===== config.mk =====
export PLATFORM = sky130hd
export DESIGN_NAME = alu_div_seq
export DESIGN_NICKNAME = d
export VERILOG_FILES = /design/src/rtl/alu_div_seq.sv
export SDC_FILE = /design/constraint.sdc
export NUM_CORES = 1
export LEC_CHECK = 0
export CORE_MARGIN = 4
export CORE_UTILIZATION = 52
export CTS_CLUSTER_SIZE = 14
export DETAILED_ROUTE_END_ITERATION = 10
export GPL_ROUTABILITY_DRIVEN = 0
export PLACE_DENSITY = 0.81
export SYNTH_ARGS = -nofsm -noshare
export SYNTH_HDL_FRONTEND = slang
export SYNTH_SLANG_ARGS = --single-unit

===== constraint.sdc =====
create_clock -name clk -period 3.8 [get_ports clk]
set_clock_uncertainty 0.05 [all_clocks]
set_input_delay 1.14 -clock clk [delete_from_list [all_inputs] [get_ports clk]]
set_output_delay 1.14 -clock clk [all_outputs]
set_load 0.01 [all_outputs]

===== src/rtl/alu_div_seq.sv =====
// Multi-cycle radix-2 restoring divider beside the EX-stage ALU (signed/unsigned, O|S|Z|C flags).
// Optional macro DIV_ZERO_FAST_EN: a divide-by-zero request skips straight to DONE.
module alu_div_seq #(
  parameter int WIDTH = 32,
  parameter int CNT_W = 6
) (
  input  logic             clk,
  input  logic             rst_n,
  input  logic             clk_en,
  input  logic             start,
  input  logic             signed_op,
  input  logic [WIDTH-1:0] dividend,
  input  logic [WIDTH-1:0] divisor,
  input  logic             flush,
  output logic             busy,
  output logic             stall,
  output logic             done,
  output logic [WIDTH-1:0] quotient,
  output logic [WIDTH-1:0] remainder,
  output logic [3:0]       flags
);

  typedef enum logic [2:0] {S_IDLE, S_PREP, S_ITER, S_FIX, S_DONE} state_t;

  localparam logic [WIDTH-1:0] MIN_INT  = {1'b1, {(WIDTH-1){1'b0}}};
  localparam logic [CNT_W-1:0] LAST_CNT = CNT_W'(WIDTH - 1);

  state_t           state_q, state_d;
  logic [CNT_W-1:0] cnt_q, cnt_d;
  logic [WIDTH-1:0] dvd_q, dvd_d;
  logic [WIDTH-1:0] dvs_q, dvs_d;
  logic [WIDTH-1:0] rem_q, rem_d;
  logic [WIDTH-1:0] quo_q, quo_d;
  logic             signed_q, signed_d;
  logic             quo_neg_q, quo_neg_d;
  logic             rem_neg_q, rem_neg_d;
  logic             dvz_q, dvz_d;
  logic             ovf_q, ovf_d;
  logic             busy_q, busy_d;
  logic             stall_q, stall_d;
  logic             done_q, done_d;
  logic [WIDTH-1:0] quotient_q, quotient_d;
  logic [WIDTH-1:0] remainder_q, remainder_d;
  logic [3:0]       flags_q, flags_d;

  logic [WIDTH:0]   shifted;
  logic [WIDTH:0]   diff;
  logic             ge;
  logic [WIDTH-1:0] q_res, r_res;

  always_comb begin
    state_d     = state_q;
    cnt_d       = cnt_q;
    dvd_d       = dvd_q;
    dvs_d       = dvs_q;
    rem_d       = rem_q;
    quo_d       = quo_q;
    signed_d    = signed_q;
    quo_neg_d   = quo_neg_q;
    rem_neg_d   = rem_neg_q;
    dvz_d       = dvz_q;
    ovf_d       = ovf_q;
    quotient_d  = quotient_q;
    remainder_d = remainder_q;
    flags_d     = flags_q;
    shifted     = {rem_q, quo_q[WIDTH-1]};
    diff        = shifted - {1'b0, dvs_q};
    ge          = (shifted >= {1'b0, dvs_q});
    q_res       = quo_neg_q ? (~quo_q + 1'b1) : quo_q;
    r_res       = rem_neg_q ? (~rem_q + 1'b1) : rem_q;

    // Forced special cases override whatever the iteration produced.
    if (dvz_q) begin
      q_res = '1;
      r_res = dvd_q;
    end else if (ovf_q) begin
      q_res = MIN_INT;
      r_res = '0;
    end

    if (flush && state_q != S_IDLE) begin
      state_d = S_IDLE;
    end else begin
      case (state_q)
        S_IDLE: begin
          if (start && !flush) begin
            dvd_d     = dividend;
            dvs_d     = divisor;
            signed_d  = signed_op;
            quo_neg_d = signed_op & (dividend[WIDTH-1] ^ divisor[WIDTH-1]);
            rem_neg_d = signed_op & dividend[WIDTH-1];
            dvz_d     = (divisor == '0);
            ovf_d     = signed_op && (dividend == MIN_INT) && (divisor == '1);
            state_d   = S_PREP;
`ifdef DIV_ZERO_FAST_EN
            if (divisor == '0) begin
              state_d     = S_DONE;
              quotient_d  = '1;
              remainder_d = dividend;
              flags_d     = 4'b0101;
            end
`endif
          end
        end
        S_PREP: begin
          quo_d   = (signed_q && dvd_q[WIDTH-1]) ? (~dvd_q + 1'b1) : dvd_q;
          dvs_d   = (signed_q && dvs_q[WIDTH-1]) ? (~dvs_q + 1'b1) : dvs_q;
          rem_d   = '0;
          cnt_d   = '0;
          state_d = S_ITER;
        end
        S_ITER: begin
          rem_d = ge ? diff[WIDTH-1:0] : shifted[WIDTH-1:0];
          quo_d = {quo_q[WIDTH-2:0], ge};
          cnt_d = cnt_q + 1'b1;
          if (cnt_q == LAST_CNT) state_d = S_FIX;
        end
        S_FIX: begin
          quotient_d  = q_res;
          remainder_d = r_res;
          flags_d     = {ovf_q, q_res[WIDTH-1], (q_res == '0), dvz_q};
          state_d     = S_DONE;
        end
        S_DONE: state_d = S_IDLE;
        default: state_d = S_IDLE;
      endcase
    end

    busy_d  = (state_d != S_IDLE);
    done_d  = (state_d == S_DONE);
    stall_d = busy_d & ~done_d;
  end

  always_ff @(posedge clk) begin
    if (!rst_n) begin
      state_q     <= S_IDLE;
      cnt_q       <= '0;
      dvd_q       <= '0;
      dvs_q       <= '0;
      rem_q       <= '0;
      quo_q       <= '0;
      signed_q    <= 1'b0;
      quo_neg_q   <= 1'b0;
      rem_neg_q   <= 1'b0;
      dvz_q       <= 1'b0;
      ovf_q       <= 1'b0;
      busy_q      <= 1'b0;
      stall_q     <= 1'b0;
      done_q      <= 1'b0;
      quotient_q  <= '0;
      remainder_q <= '0;
      flags_q     <= '0;
    end else if (clk_en) begin
      state_q     <= state_d;
      cnt_q       <= cnt_d;
      dvd_q       <= dvd_d;
      dvs_q       <= dvs_d;
      rem_q       <= rem_d;
      quo_q       <= quo_d;
      signed_q    <= signed_d;
      quo_neg_q   <= quo_neg_d;
      rem_neg_q   <= rem_neg_d;
      dvz_q       <= dvz_d;
      ovf_q       <= ovf_d;
      busy_q      <= busy_d;
      stall_q     <= stall_d;
      done_q      <= done_d;
      quotient_q  <= quotient_d;
      remainder_q <= remainder_d;
      flags_q     <= flags_d;
    end
  end

  assign busy      = busy_q;
  assign stall     = stall_q;
  assign done      = done_q;
  assign quotient  = quotient_q;
  assign remainder = remainder_q;
  assign flags     = flags_q;

endmodule


==> results summary, run 1 <==
The run finished with clean final reports. The footprint of the multi-input gates is between 0.008 and 0.009 mm². The final max-slew violation count is 0. The setup path with the least slack is of type reg2reg. TritonCTS built the clock tree. The portion of the post-synthesis area used by sequential elements came out at 0.3231. In the finished design, the share of the clock period the worst path needs comes to 0.9445. The number of flops mapped to enable cells by yosys came out at 0. The maximum buffer depth of the clock tree came out at 3. The die is 166.9 µm wide.

The required time of the critical path came out at 4.18 ns. The number of nets in the synthesized netlist came out at 1,800. The number of CTS-inserted buffers is 23.

The transition time at the pin with the least slew margin is between 1 and 1.5 ns. The number of I/O port buffers is 140. The routed via count divided by cell count came out at between 6 and 7. The count of synthesis-stage warnings from yosys is 0. The power per standard cell area is about 340 mW/mm². Setup repair after global routing left no endpoint under its margin. The type of the tightest min-delay check is reg2reg. In the global route stage, overall resource usage came out at 0.2705. The share of flip-flops with an asynchronous set or reset is 0.

Of the cells placed in the final design, the portion with a size suffix greater than 1 is 0.06711. The initial standard-cell utilization of the core is 0.5338. The arrival time of the worst setup path came out at 3.97 ns. The number of maximum-capacitance constraint violations came out at 0. The remaining routing DRC violations came out at 0.

The summed instance area of the synthesized netlist came out at approximately 0.013 mm². Global routing finished with a remaining overflow of 0. The synthesized design spends more area on one cell type than any other, namely dfxtp_1.

The final routed wire length divided by cell count is between 15 and 20 µm. The worst hold path depth came out at 2. The highest ir drop seen on vdd came out at approximately 0.3 mV. Clock-pin slew was measured on the worst setup and hold paths at about 0.060 ns. Overall power consumption after layout is estimated at 0.005370 W. Among all flip-flop cells after synthesis, the most frequent one is dfxtp_1. The worst setup path is captured at a flip-flop.

On the critical path, the stage with the largest delay is an instance of or4_4. The first global-routing pass estimated between 60,000 and 70,000 µm of wire. The antenna violation net count after detailed routing came out at 0. The kind of cell with the highest combined delay along the critical path is simple AND/OR/NAND/NOR gates. The initial detailed-routing violation count came out at between 1,000 and 1,500. The sum of negative setup slack came out at 0 ns. The number of diodes added for antenna fixing came out at 0.

The cell with the most instances after synthesis is dfxtp_1. The number of rows in the core area is 57. The number of cells on the worst reg-to-reg path is 9. The final number of setup-violating endpoints is 0.

The critical path goes through or4_4 > or2_1 > o41ai_4 > xor2_1 > nor2_1 > or4_1 > or3_1 > or4_4 > o41ai_4. In this run the clock root is driven by a clkbuf_16. Together, buffers and inverters on the worst path number 0. With fillers left out, the area of the finished cells amounts to about 0.016 mm². The floorplan step defined a core boundary enclosing 0.02460 mm².

In the post-synthesis netlist, the biggest area contributors are dfxtp_1 (32%), xor2_1 (5.7%), nand2_1 (5.0%). The worst setup path is launched from a flip-flop. The post-route minimum period came out at around 3.6 ns. After detailed placement, the total cell area comes to approximately 0.015 mm². After synthesis the netlist holds a flip-flop and latch count of approximately 210. The detailed router placed about 13,000 vias in this run. The detailed-routing iteration count for the pre-antenna-repair pass is 6.

Counting the fill cells in the layout gives about 2,100. The normalized max-slew margin is 0.3017. The average instance area after synthesis came out at 7.763 µm². Entering global routing, the biggest net connects ~120 pins. The number of buffers inserted by post-CTS setup repair is 0.

The initial antenna violation count was 0. The half-perimeter wire length of the detailed placement result came out at just under 30,000 µm. The net count of the finished layout is ~1,900. The register area is roughly 0.0042 mm². In this run the static leakage power is roughly 6.2 nW. In this run the number of cells on the critical path is 9.

The count of mapped cells out of synthesis came out at 1,692. The aggregate routed wire length is about 40,000 µm. The die height came out at 166.9 µm.

The largest single stage delay on the critical path is ~0.57 ns. The floorplan die area is ~0.028 mm². The share of the synthesized area in the top cell type is 0.3231.

The count of cell types in the netlist is 71. By count the netlist is led by dfxtp_1 (212), nand2_1 (174), nor2_1 (140), a21oi_1 (126), o21ai_0 (117). The number of global-route vias before repair is approximately 12,000. The number of clock sinks is approximately 210. At the end of the flow the core is filled with cells to 0.6365. Based on the critical path, the design can be clocked at up to 278.6 MHz.

The count of final hold-check violations came out at 0. Along the worst path, the maximum fanout reaches 7. The clock reaches the later pin of the worst-skew pair after between 0.5 and 0.6 ns. CTS built an H-tree with a depth of 1. Compared with the post-synthesis result, the final layout area differs by 19.22%. The top-level port count is ~140.
==> path summary, 6_finish.rpt <==
path | slack [ns] | start | end
min | 0.43 | flags[0] | flags[0]
max reg2reg | 0.21 | quo_q[12] | flags[1]
max | 0.21 | quo_q[12] | flags[1]
min reg2reg | 0.43 | flags[0] | flags[0]
==> power breakdown <==
group / internal (W) / total (W) / leakage [nW] / switching (W)
Combinational: 0.000371 / 0.000863 / 4.14 / 0.000492
Sequential: 0.00225 / 0.00230 / 1.71 / 0.0000431
Clock: 0.00129 / 0.00221 / 0.361 / 0.000923
Total: 0.00391 / 0.00537 / 6.22 / 0.00146
==> kinds of logic (layout without fill, tap and decap cells) <==
kind of cell	count (synthesis)	in the layout	share of synthesized area
fa+ha+maj	38	38	0.03677
simple gates	612	612	0.2314
flops	212	212	0.3231
compound gates	518	518	0.2632
buf+inv	172	283	0.05068
xor+xnor	124	124	0.08268
mux	16	16	0.01219
==> cells in the final DEF, fill, tap and decap left out, types with 47 or more instances in the layout <==
master	Yosys	final
buf_4	1	47
nor2b_1	48	48
nor2_1	140	140
inv_1	55	55
nand2_1	174	174
o21ai_0	117	117
a21oi_1	126	126
clkdlybuf4s50_1	0	139
a21boi_0	53	53
xor2_1	86	86
dfxtp_1	212	212
==> tightest hold or removal path, stage by stage, from the launching register on <==
cell and delay (ns):
dfxtp_1 0.31, nand2_1 0.05, a21boi_0 0.07
==> final cells by class <==
class | count | share of cell area
clock buffer | 36 | 0.04306
clock inverter | 4 | 0.003835
inverter | 55 | 0.01318
tap | 324 | 0.02589
multi-input combinational | 1308 | 0.5291
timing repair buffer | 188 | 0.1139
sequential | 212 | 0.2710
==> through the flow <==
step                      setup slack, ns  hold slack (ns)  std cells
final                              0.2108           0.4266       2127
after global routing              0.01008           0.4426       2127
after CTS                         0.03929           0.4290       2127
after detailed placement          -0.3139           0.4211       2087
after global placement            -0.2939           0.4116       2087
after floorplan                   0.07782           0.4129       1692
==> state kept, by name, summed over array words and instances (netlist names), 4 cells and up <==
name       flops
dvd_q         32
dvs_q         32
quo_q         32
rem_q         32
remainder     32
quotient      31
cnt_q          6
flags          4
==> per-layer routing <==
layer	GRT usage	wire [µm]	vias to the layer above
li1	-	-	6294
met1	0.3386	15840	6171
met2	0.4613	19100	558
met3	0.03437	2700	116
met4	0.1306	2068	0
met5	0	0	-
==> what timing repair did <==
item	CTS	global route
endpoints found under the setup margin	1	2
pin swaps	0	3
resized for setup	1	7
hold buffers	0	0
Power figures use the tool's default switching activity.
==> run 2, diff against run 1 <==
--- a/config.mk
+++ b/config.mk
@@ -5,11 +5,13 @@
 export SDC_FILE = /design/constraint.sdc
 export NUM_CORES = 1
 export LEC_CHECK = 0
+export ABC_CLOCK_PERIOD_IN_PS = 3800
 export CORE_MARGIN = 4
 export CORE_UTILIZATION = 52
 export CTS_CLUSTER_SIZE = 14
 export DETAILED_ROUTE_END_ITERATION = 10
 export GPL_ROUTABILITY_DRIVEN = 0
+export MAX_ROUTING_LAYER = met4
 export PLACE_DENSITY = 0.81
 export SYNTH_ARGS = -nofsm -noshare
 export SYNTH_HDL_FRONTEND = slang
==> results summary, run 2 (synthesis gave the netlist of run 1 again) <==
The worst path buffer plus inverter count came out at 0 (unchanged). The transition time at the pin with the least slew margin is 1.049 ns (was 1.046 ns). The initial antenna violation count was 0 (unchanged). The routed via count divided by cell count is 6.206 (was 6.177).

The number of clock sinks came out at 212 (unchanged). The final routed wire length divided by cell count came out at 18.70 µm (was 18.67 µm). The most common cell after layout, fill and taps aside is dfxtp_1 (unchanged).

The overall die width was 166.9 µm (unchanged). The arrival time of the worst setup path is 3.98 ns (was 3.97 ns). The required time of the critical path came out at 4.18 ns (about the same). The static power due to leakage came out at 6.217 nW (unchanged). The clock latency reported for the late side of the worst-skew pair came out at 0.53 ns (about the same).

The launching point of the worst reg2reg path is quo_q[12] (unchanged). The initial detailed-routing violation count is 1,270 (was 1,294). The global-route usage over all layers came to 0.2787 (was 0.2705). The type of the tightest min-delay check is reg2reg (unchanged). The largest net degree at the start of global routing is 116 (unchanged). The area of the core region is 0.02460 mm² (unchanged). The number of rows in the core area came to 57 (unchanged). The maximum achievable frequency is 277.8 MHz (was 278.6 MHz).

The aggregate routed wire length came to 39,780 µm (was 39,710 µm). The post-route minimum period came out at 3.599 ns (was 3.589 ns). The number of diodes added for antenna fixing came to 0 (unchanged).

The normalized max-slew margin is 0.2998 (was 0.3017). The power per standard cell area came to 343.0 mW/mm² (was 342.9 mW/mm²). The nature of the critical path startpoint is a flip-flop (unchanged).

Critical path cell sequence: or4_4 > or2_1 > o41ai_4 > xor2_1 > nor2_1 > or4_1 > or3_1 > or4_4 > o41ai_4 (unchanged). The buffer cell driving the clock tree root is clkbuf_16 (unchanged). The final max-slew violation count is 0 (unchanged).

The top-level port count is 141 (unchanged). The slowest stage cell on the critical path is or4_4 (unchanged). Most used cells in the layout excluding fill and tap cells: dfxtp_1 (212), nand2_1 (174), nor2_1 (140), clkdlybuf4s50_1 (139), a21oi_1 (126) (unchanged). The hold path startpoint is flags[0] (unchanged). The post-layout worst setup margin was 0.2005 ns (was 0.2108 ns).

The half-perimeter wire length of the detailed placement result came out at 29,210 µm (unchanged). The post-place instance area is 0.01488 mm² (unchanged). The count of hold buffers inserted by post-cts repair came to 0 (unchanged). The register clock-pin slew on the reported worst setup and hold paths is 0.06 ns (about the same). The remaining routing DRC violations came to 0 (unchanged). Result of the run: complete, no violations (unchanged). The fraction of final layout cells sized beyond drive strength 1 came out at 0.06711 (unchanged). The startpoint-to-endpoint class of the critical path is reg2reg (unchanged). The die height is 166.9 µm (unchanged). The TritonCTS clock tree is yes (unchanged). Setup repair after global routing missed its margin: false (unchanged).

The number of CTS-inserted buffers is 23 (unchanged). The gate family responsible for the most delay along the worst path is simple AND/OR/NAND/NOR gates (unchanged). The count of final hold-check violations is 0 (unchanged).

The number of buffers inserted by post-CTS setup repair is 0 (unchanged). The final global-route overflow total was 0 (unchanged). The CTS H-tree depth is 1 (unchanged). The total number of vias is 13,200 (was 13,140). The post-layout net count came out at 1,896 (unchanged). The detailed-routing iteration count for the pre-antenna-repair pass came out at 7 (was 6).

The largest fanout of any net on the critical path came to 7 (unchanged). The first-pass GRT wire length came out at 63,940 µm (was 63,900 µm). The part of the cycle the worst path needs came out at 0.9472 (was 0.9445). The number of I/O port buffers is 140 (unchanged).

The post-layout instance area is 0.01566 mm² (unchanged). The post-synthesis to final-layout area growth came out at 19.22% (unchanged). The initial standard-cell utilization of the core is 0.5338 (unchanged). The floorplan die area was 0.02787 mm² (unchanged). The highest ir drop seen on vdd is 0.2966 mV (was 0.2938 mV). The number of global-route vias before repair came out at 12,480 (about the same).

The final number of setup-violating endpoints is 0 (unchanged). The layout filler cell count is 2,095 (unchanged). The maximum buffer depth of the clock tree is 3 (unchanged).

The critical path startpoint is quo_q[12] (unchanged). The antenna violation net count after detailed routing came out at 0 (unchanged). The longest individual stage delay on the worst path came out at 0.56 ns (was 0.57 ns). The number of maximum-capacitance constraint violations is 0 (unchanged). The post-place setup slack is -0.3139 ns (unchanged). The endpoint type of the worst setup path is a flip-flop (unchanged).
[run 2: cell counts in the layout (fill, tap and decap cells not counted)]
Identical to the previous run, type by type.
[run 2: what timing repair did]
| item | CTS | global route |
|---|---|---|
| setup endpoints to repair | 1 | 2 |
| pin swaps | 0 | 3 |
| resized for setup | 1 | 7 |
[run 2: final timing paths]
path,endpoint,slack [ns],cells past startpoint
setup / recovery,flags[1],0.20,9
hold / removal,flags[0],0.43,2
setup reg to reg,flags[1],0.20,9
hold reg to reg,flags[0],0.43,2
[run 2: power by group]
part	internal (W)	total, W	switching [W]
Combinational	0.000371	0.000864	0.000492
Sequential	0.00225	0.00230	0.0000429
Clock	0.00129	0.00221	0.000924
Total	0.00391	0.00537	0.00146
[run 2: through the flow]
stage                     instances  hold WS [ns]  total power, W  TNS, ns  utilization
after CTS                      2127        0.4290        0.005372        0       0.6347
after floorplan                1692        0.4129        0.002906        0            -
after global placement         2087        0.4116        0.003165  -0.2939       0.6046
after global routing           2127        0.4427        0.005567        0       0.6365
final                          2127        0.4260        0.005372        0       0.6365
after detailed placement       2087        0.4211        0.003183  -0.3139       0.6046
[run 2: tightest hold or removal path, delay by kind of cell (launching register included)]
family           cells  cell delay, ns
AO/OA/AOI/OAI        1            0.07
flip-flops           1            0.31
AND/OR/NAND/NOR      1            0.05
[run 2: cell type report]
cell class              instances  area [µm²]  area share
clock buffers                  36       674.4     0.04306
clock inverters                 4       60.06    0.003835
inverters                      55       206.4     0.01318
multi-input cells            1308        8285      0.5291
flip-flops and latches        212        4244      0.2710
well taps                     324       405.4     0.02589
repair buffers                188        1784      0.1139
[run 2: metal layers]
metal	global-route usage	wire [µm]	vias to the layer above	share of wire
met1	0.3400	15890	6200	0.40
met4	0.1309	2122	0	0.053
met2	0.4605	19060	568	0.48
met3	0.03389	2712	125	0.068
met5	-	0	-	0
li1	-	-	6308	-
==> run 3, diff against run 2 <==
--- a/config.mk
+++ b/config.mk
@@ -13,6 +13,7 @@
 export GPL_ROUTABILITY_DRIVEN = 0
 export MAX_ROUTING_LAYER = met4
 export PLACE_DENSITY = 0.81
+export SKIP_CTS_REPAIR_TIMING = 1
 export SYNTH_ARGS = -nofsm -noshare
 export SYNTH_HDL_FRONTEND = slang
 export SYNTH_SLANG_ARGS = --single-unit
==> results summary, run 3 (synthesis gave the netlist of run 1 again) <==
Result of the run: complete, no violations (unchanged). The normalized max-slew margin came to 0.2946 (was 0.2998). The TritonCTS clock tree was yes (unchanged). The top-level port count came out at 141 (unchanged). The register clock-pin slew on the reported worst setup and hold paths came out at 0.06 ns (about the same). The initial standard-cell utilization of the core is 0.5338 (unchanged). The global-route usage over all layers is 0.2785 (was 0.2787). The launching point of the worst reg2reg path is quo_q[12] (unchanged). The worst hold path depth came to 2 (unchanged). The endpoint type of the worst setup path is a flip-flop (unchanged). The required time of the critical path came out at 4.18 ns (about the same).

The critical path startpoint is quo_q[12] (unchanged). The first-pass GRT wire length came out at 63,870 µm (was 63,940 µm). The hold path startpoint is flags[0] (unchanged).

The area of the core region came out at 0.02460 mm² (unchanged). The routed via count divided by cell count came out at 6.209 (was 6.206). The number of rows in the core area came out at 57 (unchanged). The number of global-route vias before repair is 12,470 (was 12,480). The post-synthesis to final-layout area growth is 19.34% (was 19.22%). The overall die width was 166.9 µm (unchanged). The number of I/O port buffers came out at 140 (unchanged). The count of final hold-check violations is 0 (unchanged). The type of the tightest min-delay check is reg2reg (unchanged). The endpoint of the worst hold path was flags[0] (unchanged). The floorplan die area came out at 0.02787 mm² (unchanged). The power per standard cell area came out at 342.6 mW/mm² (was 343.0 mW/mm²). The largest fanout of any net on the critical path is 7 (unchanged). The static power due to leakage was 6.224 nW (was 6.217 nW).

The number of maximum-capacitance constraint violations is 0 (unchanged). The maximum achievable frequency is 277.7 MHz (was 277.8 MHz). The aggregate routed wire length is 39,830 µm (was 39,780 µm). The number of clock sinks was 212 (unchanged). The initial detailed-routing violation count is 1,219 (was 1,270). The half-perimeter wire length of the detailed placement result came out at 29,210 µm (unchanged). The final max-slew violation count is 0 (unchanged).

The buffer cell driving the clock tree root is clkbuf_16 (unchanged). The number of diodes added for antenna fixing is 0 (unchanged). The final number of setup-violating endpoints came to 0 (unchanged).

The post-layout instance area came to 0.01568 mm² (was 0.01566 mm²). The worst-case hold slack came to 0.4260 ns (about the same). The total number of vias came out at 13,210 (was 13,200). The transition time at the pin with the least slew margin came out at 1.057 ns (was 1.049 ns). The slack of the worst reg-to-reg path is 0.20 ns (about the same). The largest net degree at the start of global routing is 116 (unchanged). The part of the cycle the worst path needs is 0.9476 (was 0.9472). The clock latency reported for the late side of the worst-skew pair is 0.53 ns (about the same). The arrival time of the worst setup path is 3.98 ns (about the same). The fraction of final layout cells sized beyond drive strength 1 came out at 0.06822 (was 0.06711).

The number of CTS-inserted buffers was 23 (unchanged). The nature of the critical path startpoint is a flip-flop (unchanged). The final routed wire length divided by cell count came out at 18.73 µm (was 18.70 µm). The most common cell after layout, fill and taps aside is dfxtp_1 (unchanged). The antenna violation net count after detailed routing came out at 0 (unchanged).

The CTS H-tree depth came out at 1 (unchanged). The remaining routing DRC violations is 0 (unchanged). The maximum buffer depth of the clock tree came out at 3 (unchanged). The endpoint of the lowest-slack register-to-register path is flags[1] (unchanged). The die height came out at 166.9 µm (unchanged). The post-place instance area is 0.01488 mm² (unchanged).

The detailed-routing iteration count for the pre-antenna-repair pass is 5 (was 7). Setup repair after global routing missed its margin: false (unchanged). The post-layout net count was 1,896 (unchanged). The highest ir drop seen on vdd is 0.2973 mV (was 0.2966 mV). Most used cells in the layout excluding fill and tap cells: dfxtp_1 (210), nand2_1 (174), nor2_1 (140), clkdlybuf4s50_1 (139), a21oi_1 (126) (was dfxtp_1 (212), nand2_1 (174), nor2_1 (140), clkdlybuf4s50_1 (139), a21oi_1 (126)). The post-route minimum period was 3.601 ns (was 3.599 ns). The startpoint-to-endpoint class of the critical path is reg2reg (unchanged). The number of cells on the worst reg-to-reg path came out at 9 (unchanged). The initial antenna violation count was 0 (unchanged). The final global-route overflow total came out at 0 (unchanged).
[run 3: cell counts in the layout (fill, tap and decap cells not counted)]
Identical to the previous run, type by type.
[run 3: critical path, cell delays in order (launching register included)]
cell and delay (ns):
dfxtp_1 0.35, or4_4 0.50, or2_1 0.34, o41ai_4 0.33, xor2_1 0.17, nor2_1 0.06, or4_1 0.52, or3_1 0.33
or4_4 0.56, o41ai_4 0.28
[run 3: stage by stage]
step	util	worst slack, ns	setup TNS (ns)	power [W]	std cells
after floorplan	-	0.07782	0	0.002906	1692
after global placement	0.6046	-0.2939	-0.2939	0.003165	2087
after detailed placement	0.6046	-0.3139	-0.3139	0.003183	2087
after CTS	0.6345	-0.02316	-0.02316	0.005372	2127
after global routing	0.6371	0.02735	0	0.005568	2127
final	0.6371	0.1990	0	0.005370	2127
[run 3: how the worst max path moves through the flow]
stage	to	slack, ns	cells past startpoint
2_1_floorplan	flags[1]	0.08	7
3_3_place_gp	flags[1]	-0.29	9
3_5_place_dp	flags[1]	-0.31	9
4_1_cts	flags[1]	-0.02	12
5_1_grt	flags[1]	0.03	10
6_report	flags[1]	0.20	9
[run 3: power by group]
part	total (W)	internal (W)	switching, W	leakage (nW)
registers	0.00230	0.00225	0.0000433	1.71
clock network	0.00221	0.00129	0.000920	0.361
logic	0.000865	0.000372	0.000493	4.15
[run 3: layer usage]
layer | GRT usage | share of wire
met5 | - | 0
met4 | 0.1306 | 0.051
met3 | 0.03389 | 0.070
met2 | 0.4607 | 0.48
met1 | 0.3394 | 0.40
[run 3: final cells by class]
type / count / area, µm²
fillers: 2088 / 8930
clock buffers: 36 / 674.4
multi-input cells: 1308 / 8298
well taps: 324 / 405.4
clock inverters: 4 / 60.06
repair buffers: 188 / 1784
inverters: 55 / 206.4
flip-flops and latches: 212 / 4247
